--- config.mk ---
export PLATFORM = sky130hd
export DESIGN_NAME = flag_ctrl
export DESIGN_NICKNAME = d
export VERILOG_FILES = /design/src/rtl/flag_ctrl.sv
export SDC_FILE = /design/constraint.sdc
export NUM_CORES = 1
export LEC_CHECK = 0
export ABC_AREA = 1
export ABC_CLOCK_PERIOD_IN_PS = 3000
export CORE_AREA = 2 2 39 41
export CTS_CLUSTER_DIAMETER = 100
export DETAILED_ROUTE_END_ITERATION = 6
export DIE_AREA = 0 0 41 43
export HOLD_SLACK_MARGIN = 0.06
export SLEW_MARGIN = 10
export SYNTH_ARGS = -nofsm -noshare
export SYNTH_HDL_FRONTEND = slang
export SYNTH_SLANG_ARGS = --single-unit
--- constraint.sdc ---
create_clock -name clk -period 3 [get_ports clk]
set_clock_uncertainty 0.2 [all_clocks]
set_input_delay 0.6 -clock clk [delete_from_list [all_inputs] [get_ports clk]]
set_output_delay 0.6 -clock clk [all_outputs]
set_load 0.02 [all_outputs]
--- src/rtl/flag_ctrl.sv ---
// Carry/zero/interrupt-enable flag arbitration with interrupt entry/return sequencing.
// Optional shadow save/restore of C/Z on interrupt entry/return: define SHADOW_FLAGS_EN.
module flag_ctrl (
    input  logic clk,
    input  logic reset_n,
    input  logic alu_c,
    input  logic alu_z,
    input  logic c_ld,
    input  logic z_ld,
    input  logic c_set,
    input  logic c_clr,
    input  logic i_set,
    input  logic i_clr,
    input  logic reti,
    input  logic reti_ie,
    input  logic intr,
    input  logic boundary,
    output logic intr_take,
    output logic c_flag,
    output logic z_flag,
    output logic i_flag,
    output logic shad_c,
    output logic shad_z,
    output logic in_isr
);

    typedef enum logic [1:0] {StIdle, StPending, StEnter, StActive} state_e;

    state_e r_state, w_state_nxt;
    logic   r_c, r_z, r_i;
    logic   w_c_nxt, w_z_nxt, w_i_nxt;
    logic   w_entry, w_ret, w_restore;
    logic   w_shad_c, w_shad_z;

    // PENDING->ENTER edge; a same-cycle CLI cancels the request instead
    assign w_entry = (r_state == StPending) && !i_clr && boundary;
    assign w_ret   = (r_state == StActive) && reti;

`ifdef SHADOW_FLAGS_EN
    logic r_shad_c, r_shad_z;

    always_ff @(posedge clk or negedge reset_n) begin
        if (!reset_n) begin
            r_shad_c <= 1'b0;
            r_shad_z <= 1'b0;
        end else if (w_entry) begin
            r_shad_c <= r_c;
            r_shad_z <= r_z;
        end
    end

    assign w_shad_c  = r_shad_c;
    assign w_shad_z  = r_shad_z;
    assign w_restore = w_ret;
`else
    assign w_shad_c  = 1'b0;
    assign w_shad_z  = 1'b0;
    assign w_restore = 1'b0;
`endif

    always_comb begin
        w_state_nxt = r_state;
        unique case (r_state)
            StIdle:    if (intr && r_i) w_state_nxt = StPending;
            StPending: begin
                if (i_clr)         w_state_nxt = StIdle;
                else if (boundary) w_state_nxt = StEnter;
            end
            StEnter:   w_state_nxt = StActive;
            StActive:  if (reti) w_state_nxt = StIdle;
            default:   w_state_nxt = StIdle;
        endcase
    end

    always_comb begin
        w_c_nxt = r_c;
        w_z_nxt = r_z;
        w_i_nxt = r_i;

        if (w_restore)  w_c_nxt = w_shad_c;
        else if (c_clr) w_c_nxt = 1'b0;
        else if (c_set) w_c_nxt = 1'b1;
        else if (c_ld)  w_c_nxt = alu_c;

        if (w_restore)  w_z_nxt = w_shad_z;
        else if (z_ld)  w_z_nxt = alu_z;

        // I is held at 0 from the entry edge through ENTER; return always wins
        if (w_ret)                             w_i_nxt = reti_ie;
        else if (w_entry || r_state == StEnter) w_i_nxt = 1'b0;
        else if (i_clr)                        w_i_nxt = 1'b0;
        else if (i_set)                        w_i_nxt = 1'b1;
    end

    always_ff @(posedge clk or negedge reset_n) begin
        if (!reset_n) begin
            r_state <= StIdle;
            r_c     <= 1'b0;
            r_z     <= 1'b0;
            r_i     <= 1'b0;
        end else begin
            r_state <= w_state_nxt;
            r_c     <= w_c_nxt;
            r_z     <= w_z_nxt;
            r_i     <= w_i_nxt;
        end
    end

    assign c_flag    = r_c;
    assign z_flag    = r_z;
    assign i_flag    = r_i;
    assign shad_c    = w_shad_c;
    assign shad_z    = w_shad_z;
    assign intr_take = (r_state == StEnter);
    assign in_isr    = (r_state == StEnter) || (r_state == StActive);

endmodule

## After elaboration in Yosys (flattened, before gate mapping)

Index checks and enable logic that the tools add are counted.

- Equal/unequal tests: 6
- Muxes and demuxes: 12
- Reduce and logical (&&, ||, !) cells: 11

Operators with widths:

| operator | count |
|---|---|
| $mux 2 | 4 |
| $pmux 2 s4 | 1 |
| $mux 1 | 7 |
| $eq 2x2->1 const B | 2 |
| $logic_and 1x1->1 | 4 |
| $ne 2x2->1 const B | 2 |
| $reduce_bool 4->1 | 1 |
| $ne 3x3->1 const B | 1 |
| $reduce_and 3->1 | 1 |
| $reduce_bool 3->1 | 1 |
| $eq 2x1->1 const B | 1 |
| $logic_not 2->1 | 1 |
| $logic_or 1x1->1 | 2 |
| $logic_not 1->1 | 1 |

- Register bits: 5
- Input bits: 14
- Output and inout bits: 7

## Logic depth before layout (Yosys ltp)

- Word-level depth: 6
- Mapped depth: 6
- Mapped depth without buffers: 6

## Worst setup path before layout

No wires, ideal clock.

- Path type: reg2out
- From: reg r_state[0]
- To: out intr_take
- Arrival time: 0.683 ns
- Required time: 2.200 ns
- Slack: 1.517 ns
- Stages on the path, launching flop included: 4
- Path buffers: 0
- Cell sequence: dfrtp_1 -> inv_2 -> nand2_2 -> inv_1

- Longest elaborated chain between the ends: 1

Ends and longest elaborated chain:

| what | RTL line | text |
|---|---|---|
| start: declaration | 29 | `state_e r_state, w_state_nxt;` |
| start signal: assignment | 97 | `r_state <= StIdle;` |
| start signal: assignment | 102 | `r_state <= w_state_nxt;` |
| $eq 2x2->1 | 114 | `assign intr_take = (r_state == StEnter);` |
| end: declaration | 18 | `output logic intr_take,` |

Every way passes these cells.

## Worst setup path after layout

Same ends and word-level chain as after synthesis.

==> flow_summary.ini <==
[routing]
antenna_left = 0
drt_iter0_drc = 3
post-route-drc-count = 0
first_pass_iters = 2
wirelength_um = 666
vias_per_cell = 4.01
wl_per_cell_um = 9.00
vias = 297

[pwr]
power_density_mw_per_mm2 = 708
peakVddDrop_v = 0.000269
leakage_nw = 0.235

[logic_synthesis]
yosysSeqAreaShare_pct = 43.5
postSynthCellCount = 38
synth_cell_types = 17
syn_avg_cell_area_um2 = 7.57
yosysWarningCount = 0
ys_seq_elements = 5
netlist_area_um2 = 288

[finish]
final_common_cell = clkdlybuf4s50_1
diodes = 0
post-route-util_pct = 36.1
multi_input_area_um2 = 125
area_growth_pct = 73.5
final_cell_mix = clkdlybuf4s50_1, nand2_1, inv_1, dfrtp_1, nor2_1
final_nets = 73
layout-drive-gt1-share_pct = 13.8
fillerInstances = 164
ff_latch_area_um2 = 125

[clock_network]
postCtsSetupBuffers = 0
cts.sinks = 5
cts_max_level = 1
cts-root-buf = clkbuf_4
cts_max_path_buffers = 2
cts_buffers = 3
ctsResizeCount = 0
cts_tree = done
insertion_delay_ns = 0.25
clk_pin_slew_ns = 0.05
holdBufCountCts = 0

[setup_path]
critPathArrivalTime_ns = 1.48
cp.required_ns = 2.20
crit_buf_inv = 3
critical_path.startpoint = r_state[0]$_DFFE_PN0P_
path_cells = inv_2 -> nand2_2 -> inv_1 -> clkdlybuf4s50_1
crit_type = flop to primary output
critPathLaunchType = flop
reg2reg_slack_ns = 1.82
crit_fanout = 6
critPathCapture = intr_take
critical_path.top_delay_family = buffers and inverters
critPathMaxStageDelay_ns = 0.58
endpoint_kind = primary output
crit_slowest_cell = clkdlybuf4s50_1
reg2regPathDepth = 4
r2r-end = i_flag$_DFFE_PN0P_
cp.depth = 4

[sta]
finalSetupViolCount = 0
period_share_pct = 76.0
slew_viol_final = 0
fin_crit_ns = 2.28
fmax_mhz = 439
finalHoldViolCount = 0
rsz0062_at_grt = false
tns_ns = 0

[global_route]
met2_usage_pct = 13.1
grt_start_max_net_pins = 9
grt_pass1_wl_um = 945
use_met3_pct = 1.57
antenna_found_initial = 0
grt_use_met1_pct = 8.14
track_usage_pct = 8.57
grt.busiest_layer = met2
grt_pass1_vias = 264
grt-ovfl-total = 0

[placed_design]
numPortBuffers = 18
gp_congestion = 0.668
dpl.hpwl_um = 498

[die]
die_w_um = 41
initial_core_util_pct = 20.8
num_rows = 14
io_pins = 21
dieHeight_um = 43
fp.dieArea_mm2 = 0.00176
core-area_mm2 = 0.00138

[status]
status = finished, final reports clean

[run]
drv_cap = 0

[worst_hold_path]
hp-start = z_flag$_DFFE_PN0P_
hold_path_class = flop to flop
==> area by class of cell <==
class                   count  area share [%]
clock buffers               4            5.26
inverters                   6            4.51
multi-input cells          25            25.1
well taps                  16            4.01
repair buffers             18            36.1
flip-flops and latches      5            25.1
==> logic make-up after synthesis <==
| group | Yosys count | share of synthesized area [%] |
|---|---|---|
| and+or+nand+nor | 18 | 29.6 |
| muxes | 1 | 3.91 |
| DFF | 5 | 43.5 |
| buffers and inverters | 9 | 14.3 |
| AOI/OAI and AO/OA | 4 | 7.39 |
| other | 1 | 1.30 |
==> Yosys cell counts <==
cell type	count	area, µm²
mux2_2	1	11.3
dfrtp_1	5	125
o21ai_0	1	5.00
nand3_1	3	15.0
nand4_1	1	6.26
buf_4	2	15.0
conb_1	1	3.75
inv_1	5	18.8
nand2_1	7	26.3
a31oi_1	1	6.26
nand2_2	1	6.26
nand3_2	1	10.0
nor2_1	4	15.0
clkbuf_1	1	3.75
inv_2	1	3.75
nor2_2	1	6.26
a21oi_1	2	10.0
==> where the power goes <==
part | switching [mW] | internal, mW | leakage (nW)
logic | 0.0776 | 0.0745 | 0.159
registers | 0.0318 | 0.0882 | 0.0619
clock network | 0.0307 | 0.0505 | 0.0150
==> stage by stage <==
stage | hold slack (ns) | setup slack, ns | instance area [µm²] | total power, mW | instances
after floorplan | 0.104 | 1.52 | 292 | 0.205 | 39
after global placement | 0.295 | 1.01 | 473 | 0.271 | 70
after detailed placement | 0.303 | 0.989 | 473 | 0.270 | 70
after CTS | 0.304 | 0.720 | 499 | 0.356 | 74
after global routing | 0.320 | 0.650 | 499 | 0.380 | 74
final | 0.300 | 0.721 | 499 | 0.353 | 74
==> worst min path at each step <==
stage | slack [ns] | end | depth (start not counted)
after floorplan | 0.10 | asynchronous set/reset pin | 0
after global placement | 0.30 | z_flag$_DFFE_PN0P_ | 1
after detailed placement | 0.30 | z_flag$_DFFE_PN0P_ | 1
after CTS | 0.30 | z_flag$_DFFE_PN0P_ | 1
after global routing | 0.32 | z_flag$_DFFE_PN0P_ | 1
final | 0.30 | z_flag$_DFFE_PN0P_ | 1
==> per-layer routing <==
metal | vias to the layer above | wire (µm)
li1 | 156 | -
met1 | 124 | 277
met2 | 15 | 299
met3 | 2 | 76
met4 | 0 | 12
met5 | - | 0
Power figures use the tool's default switching activity.
